`src/rtl/alu_pipe.sv`:
```
// alu_pipe: single-issue ALU (ADD/SUB/AND/OR/XOR/SHL/SHR/MUL) with valid/ready handshake and registered flags.
// Latency: 1 cycle for every op; MUL takes WIDTH+1 cycles when built with ALU_MUL_EN.
// Backpressure: result and flags hold while out_ready=0; in_ready drops during MUL and while a held result is not consumed.
// Build option: define ALU_MUL_EN to include the iterative shift-add multiplier; otherwise MUL completes at once with err=1.
module alu_pipe #(
  parameter int WIDTH = 8
) (
  input  logic             clk,
  input  logic             reset,
  input  logic             in_valid,
  output logic             in_ready,
  input  logic [2:0]       op,
  input  logic [WIDTH-1:0] opa,
  input  logic [WIDTH-1:0] opb,
  output logic             out_valid,
  input  logic             out_ready,
  output logic [WIDTH-1:0] result,
  output logic             carry,
  output logic             zero,
  output logic             err
);

  localparam logic [2:0] OP_ADD = 3'd0;
  localparam logic [2:0] OP_SUB = 3'd1;
  localparam logic [2:0] OP_AND = 3'd2;
  localparam logic [2:0] OP_OR  = 3'd3;
  localparam logic [2:0] OP_XOR = 3'd4;
  localparam logic [2:0] OP_SHL = 3'd5;
  localparam logic [2:0] OP_SHR = 3'd6;
  localparam logic [2:0] OP_MUL = 3'd7;

  // Shift amounts at or beyond this value flush the operand to zero.
  localparam logic [WIDTH:0] WIDTH_EXT = (WIDTH+1)'(WIDTH);

  typedef enum logic [1:0] {
    IDLE = 2'd0,
    HOLD = 2'd1
`ifdef ALU_MUL_EN
    ,
    MUL  = 2'd2
`endif
  } stateT;

  stateT            state;
  stateT            nextState;
  stateT            acceptState;
  logic             accept;
  logic             mulReq;
  logic             bigShift;
  logic [WIDTH:0]   sum;
  logic [WIDTH-1:0] aluRes;
  logic             aluCarry;
  logic             aluErr;

  assign in_ready  = (state == IDLE) || ((state == HOLD) && out_ready);
  assign accept    = in_valid && in_ready;
  assign out_valid = (state == HOLD);
  assign bigShift  = ({1'b0, opb} >= WIDTH_EXT);

`ifdef ALU_MUL_EN
  localparam int CW = (WIDTH > 1) ? $clog2(WIDTH) : 1;

  logic [2*WIDTH-1:0] mcand;
  logic [2*WIDTH-1:0] prod;
  logic [2*WIDTH-1:0] prodNext;
  logic [WIDTH-1:0]   mplier;
  logic [CW-1:0]      mulCnt;
  logic               mulLast;

  assign mulReq      = (op == OP_MUL);
  assign acceptState = mulReq ? MUL : HOLD;
  assign mulLast     = (mulCnt == CW'(WIDTH-1));

  // One shift-add step: add the shifted multiplicand when the current multiplier bit is set.
  always_comb begin
    prodNext = prod;
    if (mplier[0]) prodNext = prod + mcand;
  end
`else
  assign mulReq      = 1'b0;
  assign acceptState = HOLD;
`endif

  // Single-cycle ops; MUL lands in the default arm, which flags it unsupported when no multiplier is built.
  always_comb begin
    aluRes   = '0;
    aluCarry = 1'b0;
    aluErr   = 1'b0;
    sum      = '0;
    case (op)
      OP_ADD: begin
        sum      = {1'b0, opa} + {1'b0, opb};
        aluRes   = sum[WIDTH-1:0];
        aluCarry = sum[WIDTH];
      end
      OP_SUB: begin
        aluRes   = opa - opb;
        aluCarry = (opa < opb);
      end
      OP_AND:  aluRes = opa & opb;
      OP_OR:   aluRes = opa | opb;
      OP_XOR:  aluRes = opa ^ opb;
      OP_SHL:  aluRes = bigShift ? '0 : (opa << opb);
      OP_SHR:  aluRes = bigShift ? '0 : (opa >> opb);
      default: aluErr = 1'b1;
    endcase
  end

  // Next-state: accept from IDLE, replace or drain from HOLD, leave MUL after the last step.
  always_comb begin
    nextState = state;
    case (state)
      IDLE: if (accept) nextState = acceptState;
      HOLD: if (out_ready) nextState = in_valid ? acceptState : IDLE;
`ifdef ALU_MUL_EN
      MUL:  if (mulLast) nextState = HOLD;
`endif
      default: nextState = IDLE;
    endcase
  end

  // State register.
  always_ff @(posedge clk) begin
    if (reset) state <= IDLE;
    else       state <= nextState;
  end

  // Result/flag registers and multiplier datapath; reset wins over any acceptance at the same edge.
  always_ff @(posedge clk) begin
    if (reset) begin
      result <= '0;
      carry  <= 1'b0;
      zero   <= 1'b0;
      err    <= 1'b0;
`ifdef ALU_MUL_EN
      mcand  <= '0;
      prod   <= '0;
      mplier <= '0;
      mulCnt <= '0;
`endif
    end else begin
      if (accept && !mulReq) begin
        result <= aluRes;
        carry  <= aluCarry;
        zero   <= (aluRes == '0);
        err    <= aluErr;
      end
`ifdef ALU_MUL_EN
      if (accept && mulReq) begin
        mcand  <= {{WIDTH{1'b0}}, opa};
        mplier <= opb;
        prod   <= '0;
        mulCnt <= '0;
      end else if (state == MUL) begin
        prod   <= prodNext;
        mcand  <= mcand << 1;
        mplier <= mplier >> 1;
        mulCnt <= mulCnt + 1'b1;
        if (mulLast) begin
          result <= prodNext[WIDTH-1:0];
          carry  <= |prodNext[2*WIDTH-1:WIDTH];
          zero   <= (prodNext[WIDTH-1:0] == '0);
          err    <= 1'b0;
        end
      end
`endif
    end
  end

endmodule

```
`config.mk`:
```
export PLATFORM = sky130hd
export DESIGN_NAME = alu_pipe
export DESIGN_NICKNAME = d
export VERILOG_FILES = /design/src/rtl/alu_pipe.sv
export SDC_FILE = /design/constraint.sdc
export NUM_CORES = 1
export LEC_CHECK = 0
export CAP_MARGIN = 20
export CORE_ASPECT_RATIO = 1.5
export CORE_MARGIN = 10
export CORE_UTILIZATION = 41
export DETAILED_ROUTE_END_ITERATION = 8
export MAX_ROUTING_LAYER = met4
export SLEW_MARGIN = 20
export SYNTH_ARGS = -nofsm -noshare
export SYNTH_HDL_FRONTEND = slang
export SYNTH_SLANG_ARGS = --single-unit
```
`constraint.sdc`:
```
create_clock -name clk -period 8.5 [get_ports clk]
set_input_delay 1.275 -clock clk [delete_from_list [all_inputs] [get_ports clk]]
set_output_delay 1.275 -clock clk [all_outputs]
set_load 0.01 [all_outputs]
```
**After elaboration in Yosys (flattened, before gate mapping)**

Index checks and enable logic that the tools add are counted.
Widths: inputs -> output; s select.

- Register bits: 13
- Latch bits: 0
- RAM bits: 0
- Bits in read-only memories: 0
- Output and inout bits: 13
- Logic and storage cells: 40
- Memories: 0

- Add/sub/neg operators: 2
- Multipliers: 0
- Div/mod/pow operators: 0
- Order comparisons: 2
- Equal/unequal tests: 9
- Shifts and indexed selects: 2
- Mux-type cells: 9
- Bitwise logic cells: 3
- Reductions and logical operators: 8

Operator list:

| kind | number |
|---|---|
| $pmux 8 s7 | 1 |
| $mux 8 | 2 |
| $add 8x8->9 | 1 |
| $eq 3x3->1 const B | 3 |
| $and 8x8->8 | 1 |
| $ge 8x4->1 const B | 1 |
| $logic_not 8->1 | 1 |
| $lt 8x8->1 | 1 |
| $or 8x8->8 | 1 |
| $shl 8x8->8 | 1 |
| $shr 8x8->8 | 1 |
| $sub 8x8->8 | 1 |
| $xor 8x8->8 | 1 |
| $reduce_or 7->1 | 1 |
| $eq 3x2->1 const B | 2 |
| $mux 2 | 2 |
| $pmux 2 s2 | 1 |
| $eq 3x1->1 const B | 1 |
| $logic_not 3->1 | 1 |
| $eq 2x1->1 const B | 1 |
| $logic_and 1x1->1 | 2 |
| $logic_not 2->1 | 1 |
| $mux 1 | 2 |
| $ne 2x1->1 const B | 1 |
| other kinds (4) | 4 |

**Logic depth before layout (Yosys ltp)**

Gate-level depths: netlist of the first run.

- Depth in word-level cells: 6
- Gate-level depth with buffers: 10

**Worst setup path before layout of the first run**

No wires, ideal clock.

- Path kind: input -> register
- From: in opb[2]
- To: reg zero
- Setup time: 92 ps
- Data arrival time: 3478 ps
- Required time: 8408 ps
- Setup slack: 4929 ps
- Cell stages on the path: 10
- Path buffers: 1
- Cells stage by stage: clkbuf_1 > inv_1 > ha_1 > and3_1 > a211oi_1 > a211o_1 > and2_0 > o32a_1 > or3b_1 > o32ai_1

- Word-level cells in the longest chain between the ends: 4

Ends and longest elaborated chain:

| element | RTL line | source |
|---|---|---|
| start, declared | 14 | `input logic [WIDTH-1:0] opb,` |
| $ge 8x4->1, or another cell as far along | 58 | `assign bigShift = ({1'b0, opb} >= WIDTH_EXT);` |
| $mux 8 (on tied branches) | 104, 103 |  |
| $pmux 8 s7 (*) | 90 | `case (op)` |
| $logic_not 8->1 (*) | 145 | `zero <= (aluRes == '0);` |
| end signal, assigned | 145 |  |
| end, declared | 19 | `output logic zero,` |

Every way passes the cells marked *; elsewhere a longest branch is shown, timed or not.
A chain may end at the register's enable or synchronous reset.

**Worst setup path after layout of the first run**

- From: in opb[1]
- To: reg zero

The elaborated chain is that of the path after synthesis.

==> results of run 1 <==
-- sequential cells by signal, indices dropped and copies added (netlist names) --
name and cells:
result 8, carry 1, err 1, state 1, zero 1
-- path summary, 6_finish.rpt --
check,startpoint,to,slack [ns],cells past startpoint
worst min register to register,err,err,0.45,2
worst max-delay path,opb[1],zero,3.95,10
worst min-delay path,err,err,0.45,2
worst max register to register,state[0],zero,6.50,7
-- cell type report --
cell class,count,area (sq um),share of cell area
clock buffer,4,55.1,0.0215
multi-input combinational,243,1730,0.674
sequential,12,240,0.0937
timing repair buffer,36,358,0.140
tap,68,85.1,0.0332
inverter,26,97.6,0.0381
-- logic make-up (layout without fill, tap and decap cells) --
kind of cell / Yosys count / in the layout
buffers and inverters: 45 / 66
XOR/XNOR: 5 / 5
AO/OA/AOI/OAI: 93 / 93
multiplexers: 14 / 14
adder cells (fa/ha/maj): 26 / 26
flip-flops: 12 / 12
AND/OR/NAND/NOR: 105 / 105
-- report_power, final --
group / internal (mW) / switching (mW)
Combinational: 0.0556 / 0.0696
Clock: 0.0409 / 0.0206
Sequential: 0.0603 / 0.00186
Total: 0.157 / 0.0920
-- critical path, cell delays in order --
cell and delay, ns:
clkdlybuf4s50_1 1.04, inv_1 0.31, ha_1 0.40, a21o_2 0.24, a2111oi_0 0.56, xor2_1 0.20
nor2_1 0.06, nor3_1 0.31, nand4_1 0.14, o32ai_1 0.13
-- layout by cell type (no fill, tap or decap), types with 3 or more instances in the layout --
master,instances
a221oi_1,3
ha_1,24
mux4_2,3
xor2_1,3
a31oi_1,3
nand2b_1,10
and3_1,4
nor2b_1,5
nor2_1,32
dfxtp_1,12
o32ai_1,3
a211oi_1,9
nand3b_1,4
a2111oi_0,3
clkdlybuf4s50_1,35
clkbuf_8,4
o211ai_1,3
mux2i_1,11
a21oi_1,28
inv_1,26
nand2_1,19
nand3_1,4
nor3_1,10
o21ai_0,12
a211o_1,5
-- metrics by stage --
stage | instances | worst slack (ns)
6_report | 389 | 3.95
3_3_place_gp | 385 | 3.88
5_1_grt | 389 | 3.73
3_5_place_dp | 385 | 3.73
2_1_floorplan | 300 | 4.93
4_1_cts | 389 | 3.98
-- per-layer routing --
layer  vias to the layer above  GRT usage  wire length [microns]
met2                        99      0.276                   3330
met5                         -          -                      0
met4                         0     0.0746                    250
li1                       1129          -                      -
met3                        16     0.0181                    329
met1                      1073      0.174                   2810
==> flow_metrics.env, run 1 <==
export IMPL_syn_inst=300
export IMPL_drc=0
export IMPL_grt_overflow=0
export IMPL_routed_via_density=5.96
export IMPL_critPathMaxFanout=21
export IMPL_p_leak_nw=1.07
export IMPL_power_density_nw_per_um2=97.1
export IMPL_htreeDepth=1
export IMPL_vias=2317
export IMPL_p_total_mw=0.249
export IMPL_grt_pass1_vias=2235
export IMPL_clockRootBuffer="clkbuf_8"
export IMPL_timing_setup_tns_ns=0
export IMPL_critPathRequiredTime_ns=8.65
export IMPL_hold_violations=0
export IMPL_clock_latency_ns=0.24
export IMPL_fillers=571
export IMPL_synth_xor_area_share=0.0203
export IMPL_die_area_sq_um=8610
export IMPL_rsz0062_at_grt="no"
export IMPL_core_area_sq_um=5120
export IMPL_synth_edf_count=0
export IMPL_max_slew_margin=0.418
export IMPL_fin_crit_ns=4.55
export IMPL_synthTopCellsByArea="ha_1 14%, dfxtp_1 11%, a21oi_1 6.5%, nor2_1 5.6%, mux2i_1 5.1%"
export IMPL_path_clk_slew_ns=0.05
export IMPL_cts_buffer_depth=2
export IMPL_seq_area_frac_synth=0.111
export IMPL_num_antenna_cells=0
export IMPL_max_freq_ghz=0.220
export IMPL_avgSynthCellArea_sq_um=7.18
export IMPL_finalCritPeriodShare=0.535
export IMPL_crit_arrival_ns=4.70
export IMPL_worst_pin_slew_ns=0.870
export IMPL_area_growth_pct=18.9
export IMPL_synth_top_family_by_area="compound AO/OA/AOI/OAI gates"
export IMPL_synth_cell_types=55
export IMPL_fin_skew_ns=0.00116
export IMPL_whs_ns=0.450
export IMPL_synth_mux_area_fraction=0.0825
export IMPL_grt_max_degree=32
export IMPL_wl_per_cell_microns=17.3
export IMPL_place_area_sq_um=2510
export IMPL_portBuffers=35
export IMPL_die_x_microns=79.2
export IMPL_yosys_warnings=0
export IMPL_cts_setup_buffers=0
export IMPL_wirelength_mm=6.72
export IMPL_async_flop_share=0
export IMPL_fp_row_count=32
export IMPL_synth_top_area_frac=0.139
export IMPL_synthAdderAreaFrac=0.158
export IMPL_hp_class="flip-flop to flip-flop"
export IMPL_firstDrtPassIters=5
export IMPL_synth_cells_most_frequent="32 x nor2_1, 28 x a21oi_1, 26 x inv_1, 24 x ha_1, 19 x nand2_1"
export IMPL_drive_gt1_frac=0.0405
export IMPL_grtUsageTotal=0.158
export IMPL_io_pins=36
export IMPL_grt_pass1_wl_mm=10.9
export IMPL_dieHeight_microns=109
export IMPL_synthSimpleGateAreaFrac=0.247
export IMPL_final_nets=371
export IMPL_cts_hold_buf=0
export IMPL_syn_num_nets=349
export IMPL_ant_nets=0
export IMPL_fin_util=0.500
export IMPL_fin_area_sq_um=2560
export IMPL_synthFlopType="dfxtp_1"
export IMPL_synth_most_common_cell="nor2_1"
export IMPL_cts_sinks=12
export IMPL_cts_tree="built"
export IMPL_critPathLaunchType="input port"
export IMPL_vdd_ir_drop_max_uv=34.6
export IMPL_setup_viol_count_final=0
export IMPL_yosysTopAreaCell="ha_1"
export IMPL_max_cap_violations=0
export IMPL_cts_made_buffers=3
export IMPL_drt_initial_drc_count=157
export IMPL_outcome="finished, final reports clean"
export IMPL_gp_congestion=1.04
export IMPL_crit_type="input port to flip-flop"
export IMPL_end_kind="flip-flop"
export IMPL_initial_core_util=0.420
export IMPL_synth_compound_area_frac=0.294
export IMPL_synth_area_sq_um=2150
export IMPL_ys_ff_latch=12
export IMPL_place_hpwl_mm=5.36
export IMPL_final_max_slew_viol_count=0
export IMPL_post_cts_resized=0
export IMPL_antenna_found_initial=0
Note: power is estimated with default switching activity, not from simulation.
==> run 2: changes to the inputs <==
==> constraint.sdc (replaced) <==
create_clock -name clk -period 4.4 [get_ports clk]
set_input_delay 0.66 -clock clk [delete_from_list [all_inputs] [get_ports clk]]
set_output_delay 0.66 -clock clk [all_outputs]
set_load 0.01 [all_outputs]
==> run 2 against run 1 <==
  * Sequential share of layout area about the same
  * Clock skew about the same
  * Clock-buffer cell count decreased by 1
  * Design area increased by 0.34%
  * Worst hold slack improved by 0.0041 ns
  * Total power increased by 86%
  * Critical path type unchanged
  * Critical endpoint unchanged
  * Largest power group unchanged
==> flow_metrics.env, run 2 (synthesized netlist as in run 1, its figures left out) <==
export IMPL_outcome="finished, final reports clean"
export IMPL_cpMaxStageDelayCell="clkdlybuf4s50_1"
export IMPL_routed_via_density=5.87
export IMPL_grt_max_degree=21
export IMPL_wirelength_mm=6.63
export IMPL_critPathMaxFanout=10
export IMPL_fp_row_count=32
export IMPL_grt_pass1_vias=2276
export IMPL_p_leak_nw=1.07
export IMPL_max_cap_violations=0
export IMPL_whs_ns=0.454
export IMPL_max_slew_margin=0.531
export IMPL_crit_arrival_ns=3.57
export IMPL_final_cell_mix="35 x clkdlybuf4s50_1, 32 x nor2_1, 28 x a21oi_1, 26 x inv_1, 24 x ha_1"
export IMPL_initial_core_util=0.420
export IMPL_final_max_slew_viol_count=0
export IMPL_grt_pass1_wl_mm=10.9
export IMPL_regMostFlops="result"
export IMPL_critPathLaunchType="input port"
export IMPL_final_common_cell="clkdlybuf4s50_1"
export IMPL_max_freq_ghz=0.292
export IMPL_end_kind="flip-flop"
export IMPL_r2r_cells=7
export IMPL_wl_per_cell_microns=16.9
export IMPL_cts_buffer_depth=2
export IMPL_ant_nets=0
export IMPL_worst_pin_slew_ns=0.702
export IMPL_cts_hold_buf=0
export IMPL_finalCritPeriodShare=0.778
export IMPL_num_antenna_cells=0
export IMPL_drt_initial_drc_count=151
export IMPL_vias=2297
export IMPL_p_total_mw=0.462
export IMPL_drive_gt1_frac=0.0464
export IMPL_clockRootBuffer="clkbuf_8"
export IMPL_cp_cell_sequence="clkdlybuf4s50_1 -> inv_1 -> ha_1 -> and3_1 -> a211oi_1 -> a211o_1 -> and2_0 -> o32a_1 -> or3b_1 -> o32ai_1"
export IMPL_io_pins=36
export IMPL_largest_register_ffs=8
export IMPL_firstDrtPassIters=4
export IMPL_place_hpwl_mm=5.36
export IMPL_path_clk_slew_ns=0.05
export IMPL_hold_depth=2
export IMPL_dieHeight_microns=109
export IMPL_cts_sinks=12
export IMPL_rsz0062_at_grt="no"
export IMPL_die_x_microns=79.2
export IMPL_clock_latency_ns=0.24
export IMPL_grt_overflow=0
export IMPL_hp_class="flip-flop to flip-flop"
export IMPL_portBuffers=35
export IMPL_power_density_nw_per_um2=180
export IMPL_timing_setup_tns_ns=0
export IMPL_die_area_sq_um=8610
export IMPL_cts_setup_buffers=0
export IMPL_final_nets=374
export IMPL_htreeDepth=1
export IMPL_hold_violations=0
export IMPL_post_cts_resized=0
export IMPL_setup_viol_count_final=0
export IMPL_fin_crit_ns=3.42
export IMPL_grtUsageTotal=0.157
export IMPL_area_growth_pct=19.3
export IMPL_gp_congestion=0.996
export IMPL_drc=0
export IMPL_critPathRequiredTime_ns=4.55
export IMPL_cts_tree="built"
export IMPL_cts_made_buffers=3
export IMPL_crit_type="input port to flip-flop"
export IMPL_vdd_ir_drop_max_uv=70.9
export IMPL_fin_skew_ns=0.000777
export IMPL_max_stage_delay_ns=0.67
export IMPL_antenna_found_initial=0
export IMPL_core_area_sq_um=5120
-- run 2: changes by cell type in the layout (fill, tap and decap cells not counted), sizes merged --
cell	previous run	this run
clkbuf	4	3
buf	1	4
-- run 2: where the power goes --
group          leakage (nW)  internal, mW  switching (mW)
sequential           0.0988         0.117         0.00343
combinational         0.952         0.109           0.135
clock                0.0216        0.0601          0.0380
total                  1.07         0.286           0.176
-- run 2: routing by layer --
metal | share of wire | vias up | GRT usage
met5 | 0 | - | -
met4 | 0.027 | 0 | 0.0656
met1 | 0.42 | 1054 | 0.168
met2 | 0.50 | 81 | 0.280
met3 | 0.053 | 20 | 0.0239
li1 | - | 1142 | -
-- run 2: critical path: cells and delay by family --
| family | cells | cell delay [ns] |
|---|---|---|
| AOI/OAI and AO/OA | 4 | 0.82 |
| adders and majority gates | 1 | 0.45 |
| buffers and inverters | 2 | 0.88 |
| and+or+nand+nor | 3 | 0.74 |
-- run 2: area by class of cell --
cell class                      count  area (sq um)
Inverter                           26          97.6
Sequential cell                    12           240
Fill cell                         580          2550
Multi-Input combinational cell    243          1730
Clock buffer                        3          41.3
Timing Repair Buffer               39           380
Tap cell                           68          85.1
-- run 2: final timing paths --
kind | startpoint | endpoint | slack [ns]
setup reg to reg | state[0] | zero | 2.34
hold / removal | result[0] | result[0] | 0.45
setup / recovery | opb[2] | zero | 0.98
hold reg to reg | result[0] | result[0] | 0.45
-- run 2: stage by stage --
| step | cells | setup WS (ns) | utilization | area, sq um |
|---|---|---|---|---|
| finish | 391 | 0.978 | 0.502 | 2570 |
| global route | 391 | 0.784 | 0.502 | 2570 |
| CTS | 391 | 1.01 | 0.502 | 2570 |
| detailed placement | 388 | 0.779 | 0.494 | 2530 |
| global placement | 388 | 0.816 | 0.494 | 2530 |
| floorplan | 300 | 1.44 | - | 2150 |
==> run 3: changes to the inputs <==
--- a/config.mk
+++ b/config.mk
@@ -11,6 +11,7 @@
 export CORE_UTILIZATION = 41
 export DETAILED_ROUTE_END_ITERATION = 8
 export MAX_ROUTING_LAYER = met4
+export PLACE_DENSITY = 0.67
 export SLEW_MARGIN = 20
 export SYNTH_ARGS = -nofsm -noshare
 export SYNTH_HDL_FRONTEND = slang
==> constraint.sdc (replaced) <==
create_clock -name clk -period 2.8 [get_ports clk]
set_input_delay 0.42 -clock clk [delete_from_list [all_inputs] [get_ports clk]]
set_output_delay 0.42 -clock clk [all_outputs]
set_load 0.01 [all_outputs]
==> run 3 against run 2 <==
  * Non-clock buffer count increased by 67
  * First-iteration DRC count is 4.0% higher
  * Clock-buffer cell count is 1 higher
  * Clock skew grew 0.0024 ns
  * Final cell count rose by 17%
  * Design area up 24%
  * Wire length is 11% higher
  * Combinational power rose by 100%
  * Worst hold slack worse by 0.0026 ns
  * Clock power is 88% higher
  * Register-to-register slack got worse by 1.1 ns
  * Critical endpoint unchanged
==> flow_metrics.env, run 3 (synthesized netlist as in run 1, its figures left out) <==
export IMPL_cts_buffer_depth=2
export IMPL_final_nets=441
export IMPL_grt_max_degree=19
export IMPL_critPathLaunchType="input port"
export IMPL_die_area_sq_um=8610
export IMPL_cts_tree="built"
export IMPL_core_area_sq_um=5120
export IMPL_fin_crit_ns=2.75
export IMPL_p_leak_nw=1.44
export IMPL_firstDrtPassIters=4
export IMPL_initial_core_util=0.420
export IMPL_final_max_slew_viol_count=0
export IMPL_fp_row_count=32
export IMPL_vias=2611
export IMPL_portBuffers=35
export IMPL_dieHeight_microns=109
export IMPL_cp_top_family="compound AO/OA/AOI/OAI gates"
export IMPL_clock_latency_ns=0.24
export IMPL_routed_via_density=5.69
export IMPL_cts_hold_buf=0
export IMPL_seq_area_sq_um=240
export IMPL_worst_pin_slew_ns=0.598
export IMPL_place_hpwl_mm=6.16
export IMPL_fin_skew_ns=0.00316
export IMPL_cp_cell_sequence="clkdlybuf4s50_1 -> inv_1 -> ha_4 -> and3_1 -> a211oi_1 -> a211o_1 -> and2_0 -> o32a_1 -> or3b_1 -> o32ai_1"
export IMPL_hold_violations=0
export IMPL_grt_pass1_vias=2532
export IMPL_grt_pass1_wl_mm=11.3
export IMPL_antenna_found_initial=0
export IMPL_critPathMaxFanout=4
export IMPL_vdd_ir_drop_max_uv=136
export IMPL_finalCritPeriodShare=0.983
export IMPL_cpMaxStageDelayCell="clkdlybuf4s50_1"
export IMPL_clockRootBuffer="clkbuf_8"
export IMPL_largest_register_ffs=8
export IMPL_max_slew_margin=0.591
export IMPL_ant_nets=0
export IMPL_path_clk_slew_ns=0.05
export IMPL_whs_ns=0.451
export IMPL_htreeDepth=1
export IMPL_multiInputGateArea_sq_um=1820
export IMPL_final_common_cell="buf_4"
export IMPL_drive_gt1_frac=0.256
export IMPL_power_density_nw_per_um2=272
export IMPL_outcome="finished, final reports clean"
export IMPL_drt_initial_drc_count=157
export IMPL_setup_viol_count_final=0
export IMPL_area_growth_pct=48.4
export IMPL_cts_made_buffers=3
export IMPL_grt_overflow=0
export IMPL_crit_type="input port to flip-flop"
export IMPL_max_cap_violations=0
export IMPL_io_pins=36
export IMPL_regMostFlops="result"
export IMPL_max_stage_delay_ns=0.53
export IMPL_drc=0
export IMPL_cts_sinks=12
export IMPL_wl_per_cell_microns=16.0
export IMPL_die_x_microns=79.2
export IMPL_critPathBufInv=2
export IMPL_fillers=514
export IMPL_wirelength_mm=7.34
export IMPL_num_antenna_cells=0
export IMPL_final_cell_mix="70 x buf_4, 32 x nor2_1, 32 x clkdlybuf4s50_1, 25 x inv_1, 25 x a21oi_1"
export IMPL_max_freq_ghz=0.363
export IMPL_grtUsageTotal=0.167
export IMPL_end_kind="flip-flop"
export IMPL_hp_class="flip-flop to flip-flop"
export IMPL_gp_congestion=1.03
export IMPL_critPathRequiredTime_ns=2.95
export IMPL_fin_util=0.624
export IMPL_crit_arrival_ns=2.90
## run 3: final timing paths
path              startpoint         to  slack (ns)  cells past startpoint
setup / recovery      opa[2]       zero        0.05                     10
hold / removal     result[0]  result[0]        0.45                      2
setup reg to reg    state[0]       zero        1.25                      7
hold reg to reg    result[0]  result[0]        0.45                      2
## run 3: through the flow
stage / power, mW / cell area (sq um) / setup TNS (ns) / std cells / setup slack (ns)
CTS: 0.848 / 3100 / -0.00924 / 458 / -0.00924
finish: 0.869 / 3200 / 0 / 459 / 0.0470
global placement: 0.651 / 3030 / -0.869 / 454 / -0.287
global route: 0.926 / 3200 / -0.0163 / 459 / -0.0163
floorplan: 0.443 / 2150 / 0 / 300 / 0.0844
detailed placement: 0.656 / 3030 / -1.03 / 454 / -0.322
## run 3: layer usage
layer  up-vias  routed length (microns)  track usage
met5         -                        0            -
met4         0                      460        0.127
met3        37                      359       0.0198
met2       106                     3770        0.302
met1      1191                     2750        0.158
li1       1277                        -            -
## run 3: repair_timing
action,CTS,global route
setup buffers,0,1
endpoints found under the setup margin,2,4
pin swaps,0,8
gates resized for setup,4,20
## run 3: final cells by class
cell class	count	share of cell area
Clock buffer	4	0.0172
Inverter	26	0.0305
Multi-Input combinational cell	243	0.571
Sequential cell	12	0.0751
Tap cell	68	0.0266
Timing Repair Buffer	106	0.280
## run 3: tightest hold or removal path: cells and delay by family, from the launching register on
family             cells  cell delay (ns)
AOI/OAI and AO/OA      1             0.05
DFF                    1             0.30
and+or+nand+nor        1             0.05
## run 3: where the power goes
| part | internal [mW] | switching (mW) |
|---|---|---|
| Sequential | 0.183 | 0.00546 |
| Clock | 0.124 | 0.0600 |
| Combinational | 0.255 | 0.242 |
| Total | 0.562 | 0.307 |
==> variant: new RTL, config.mk and constraints of run 3 <==
Make the reset (`reset`) asynchronous in 2 clocked blocks.
--- a/src/rtl/alu_pipe.sv
+++ b/src/rtl/alu_pipe.sv
@@ -120,13 +120,13 @@
   end
 
   // State register.
-  always_ff @(posedge clk) begin
+  always_ff @(posedge clk or posedge reset) begin
     if (reset) state <= IDLE;
     else       state <= nextState;
   end
 
   // Result/flag registers and multiplier datapath; reset wins over any acceptance at the same edge.
-  always_ff @(posedge clk) begin
+  always_ff @(posedge clk or posedge reset) begin
     if (reset) begin
       result <= '0;
       carry  <= 1'b0;
Function: differs if reset is asserted again (counterexample within 4 cycles, from zero or initial values and one cycle with reset high); with reset held inactive, the same outputs for 10 cycles.
==> variant against run 3 <==
  * Total power grew 4.3%
  * Sequential cell count is the same
  * Cell area decreased by 2.7%
  * Critical path depth up 1
  * Sequential power rose by 12%
  * First-iteration DRC count rose by 14%
  * Register-to-register slack worse by 0.19 ns
  * Via count down 7.8%
  * Synthesized area up 1.8%
  * Maximum frequency grew 3.1%
  * Setup slack gained 0.082 ns
  * Final cell count shrank 7.4%
  * Wire length down 2.2%
  * Critical endpoint is now zero
  * Largest cell class unchanged
==> variant: results (changes against run 3) <==
| Metric | Value |
|---|---|
| Post-synthesis adder-cell area fraction | `15.52% (was 15.80%)` |
| DP Area | `0.002993 mm2 (was 0.003025 mm2)` |
| Global routing usage on met1 | `18.35% (was 15.77%)` |
| Unique masters post-synth | `61 (was 55)` |
| Reg2reg setup slack | `1.06 ns (was 1.25 ns)` |
| Setup Skew | `0.004186 ns (was 0.003159 ns)` |
| Iteration-0 DRC Markers | `179 (was 157)` |
| Fin nets | `407 (was 441)` |
| Worst flop-to-flop path startpoint | `state[0] (unchanged)` |
| Ratio of cells with drive above 1 in the final layout | `26.61% (was 25.58%)` |
| Grt met2 use | `29.58% (was 30.23%)` |
| Routed vias/inst | `5.666 (was 5.688)` |
| Syn avg cell area | `8.005 um2 (was 7.182 um2)` |
| Root buffer cell | `clkbuf_8 (unchanged)` |
| Largest net degree at the start of global routing | `26 (was 19)` |
| Primary FF master, synth | `dfrtp_1 (was dfxtp_1)` |
| Hold crit path type | `in -> async (was reg -> reg)` |
| Syn nets | `323 (was 349)` |
| Largest reg by FF count | `result (unchanged)` |
| Wirelength per Cell | `16.90 um (was 15.99 um)` |
| Reg-to-Reg End | `zero (unchanged)` |
| Post-detail-place hpwl | `5989 um (was 6164 um)` |
| Slowest CP cell | `clkdlybuf4s50_1 (unchanged)` |
| Lkg Pwr | `0.001415 uW (was 0.001441 uW)` |
| Post-synthesis mux area share | `8.899% (was 8.246%)` |
| First-pass GRT wire length | `11380 um (was 11330 um)` |
| Pre-CTS WS | `-0.3309 ns (was -0.3225 ns)` |
| Async set-reset flop share out of synthesis | `100.0% (was 0%)` |
| Placed insts | `421 (was 454)` |
| Met3 Use GR | `1.389% (was 1.977%)` |
| CP peak stage delay | `0.47 ns (was 0.53 ns)` |
| Most frequent cells after synthesis | `inv_1 (26), a21oi_1 (25), ha_1 (24), nand2_1 (22), nor2_1 (19) (was nor2_1 (32), a21oi_1 (28), inv_1 (26), ha_1 (24), nand2_1 (19))` |
| Max reg flops | `8 (unchanged)` |
| Via count | `2408 (was 2611)` |
| Status | `finished, final reports clean (unchanged)` |
| Relative slew margins | `42.84% (was 59.07%)` |
| Synth Area in Compound Gates | `33.49% (was 29.38%)` |
| Worst vdd ir | `115.9 uV (was 136.2 uV)` |
| Sequential share of the synthesized area | `13.69% (was 11.15%)` |
| WP data arrival | `2.80 ns (was 2.90 ns)` |
| Vias in the first global route | `2336 (was 2532)` |
| XOR/XNOR Fraction of Synth Area | `2.396% (was 2.033%)` |
| Crit share post-route | `95.39% (was 98.32%)` |
| Ranking of synthesized cells by area | `dfrtp_1 (14%), ha_1 (14%), a21oi_1 (5.7%) (was ha_1 (14%), dfxtp_1 (11%), a21oi_1 (6.5%))` |
| GRT Util Overall | `16.34% (was 16.74%)` |
| GPL Wtd Cong | `0.9668 (was 1.029)` |
## variant: cell count changes after synthesis, sizes merged, moves of 4 or more
cell,before,now
o31ai,0,4
clkbuf,8,4
nand2b,10,6
and3,4,0
dfrtp,0,12
mux2i,11,6
dfxtp,12,0
mux2,0,6
nor2,32,20
## variant: where the power goes
part / switching (uW) / leakage, uW / internal [uW]
sequential: 12.6 / 0.000153 / 200
combinational: 250 / 0.00123 / 263
clock: 56.9 / 0.0000288 / 124
total: 320 / 0.00141 / 586
## variant: cell type report
type | count | area, um2
Inverter | 27 | 101.3
Clock buffer | 4 | 55.05
Multi-Input combinational cell | 220 | 1755
Timing Repair Buffer | 94 | 814.5
Tap cell | 68 | 85.08
Fill cell | 454 | 2053
Sequential cell | 12 | 300.3
## variant: how the worst min path moves through the flow
stage                     cells past startpoint  slack (ns)   endpoint
final                                         2        0.49  result[3]
after global routing                          1        0.50  result[1]
after CTS                                     2        0.49  result[3]
after detailed placement                      2        0.48       zero
after global placement                        2        0.47       zero
after floorplan                               1        0.28      carry
## variant: cells by family (layout without fill, tap and decap cells)
| logic type | count (synthesis) | after routing |
|---|---|---|
| muxes | 15 | 15 |
| buffers and inverters | 42 | 125 |
| AOI/OAI and AO/OA | 98 | 98 |
| xor gates and xnor gates | 6 | 6 |
| DFF | 12 | 12 |
| adders and majority gates | 26 | 26 |
| and+or+nand+nor | 75 | 75 |
## variant: timing repair
| action | in CTS | in global routing |
|---|---|---|
| cloned | 0 | 0 |
| setup endpoints to repair | 3 | 5 |
| gates resized for setup | 1 | 17 |
| setup buffers | 0 | 0 |
| pin swaps | 4 | 6 |
## variant: metal layers
layer,vias to the layer above,part of all wire (%)
met3,20,4.6
met4,0,3.1
met1,1120,40
met2,81,53
met5,-,0
li1,1187,-
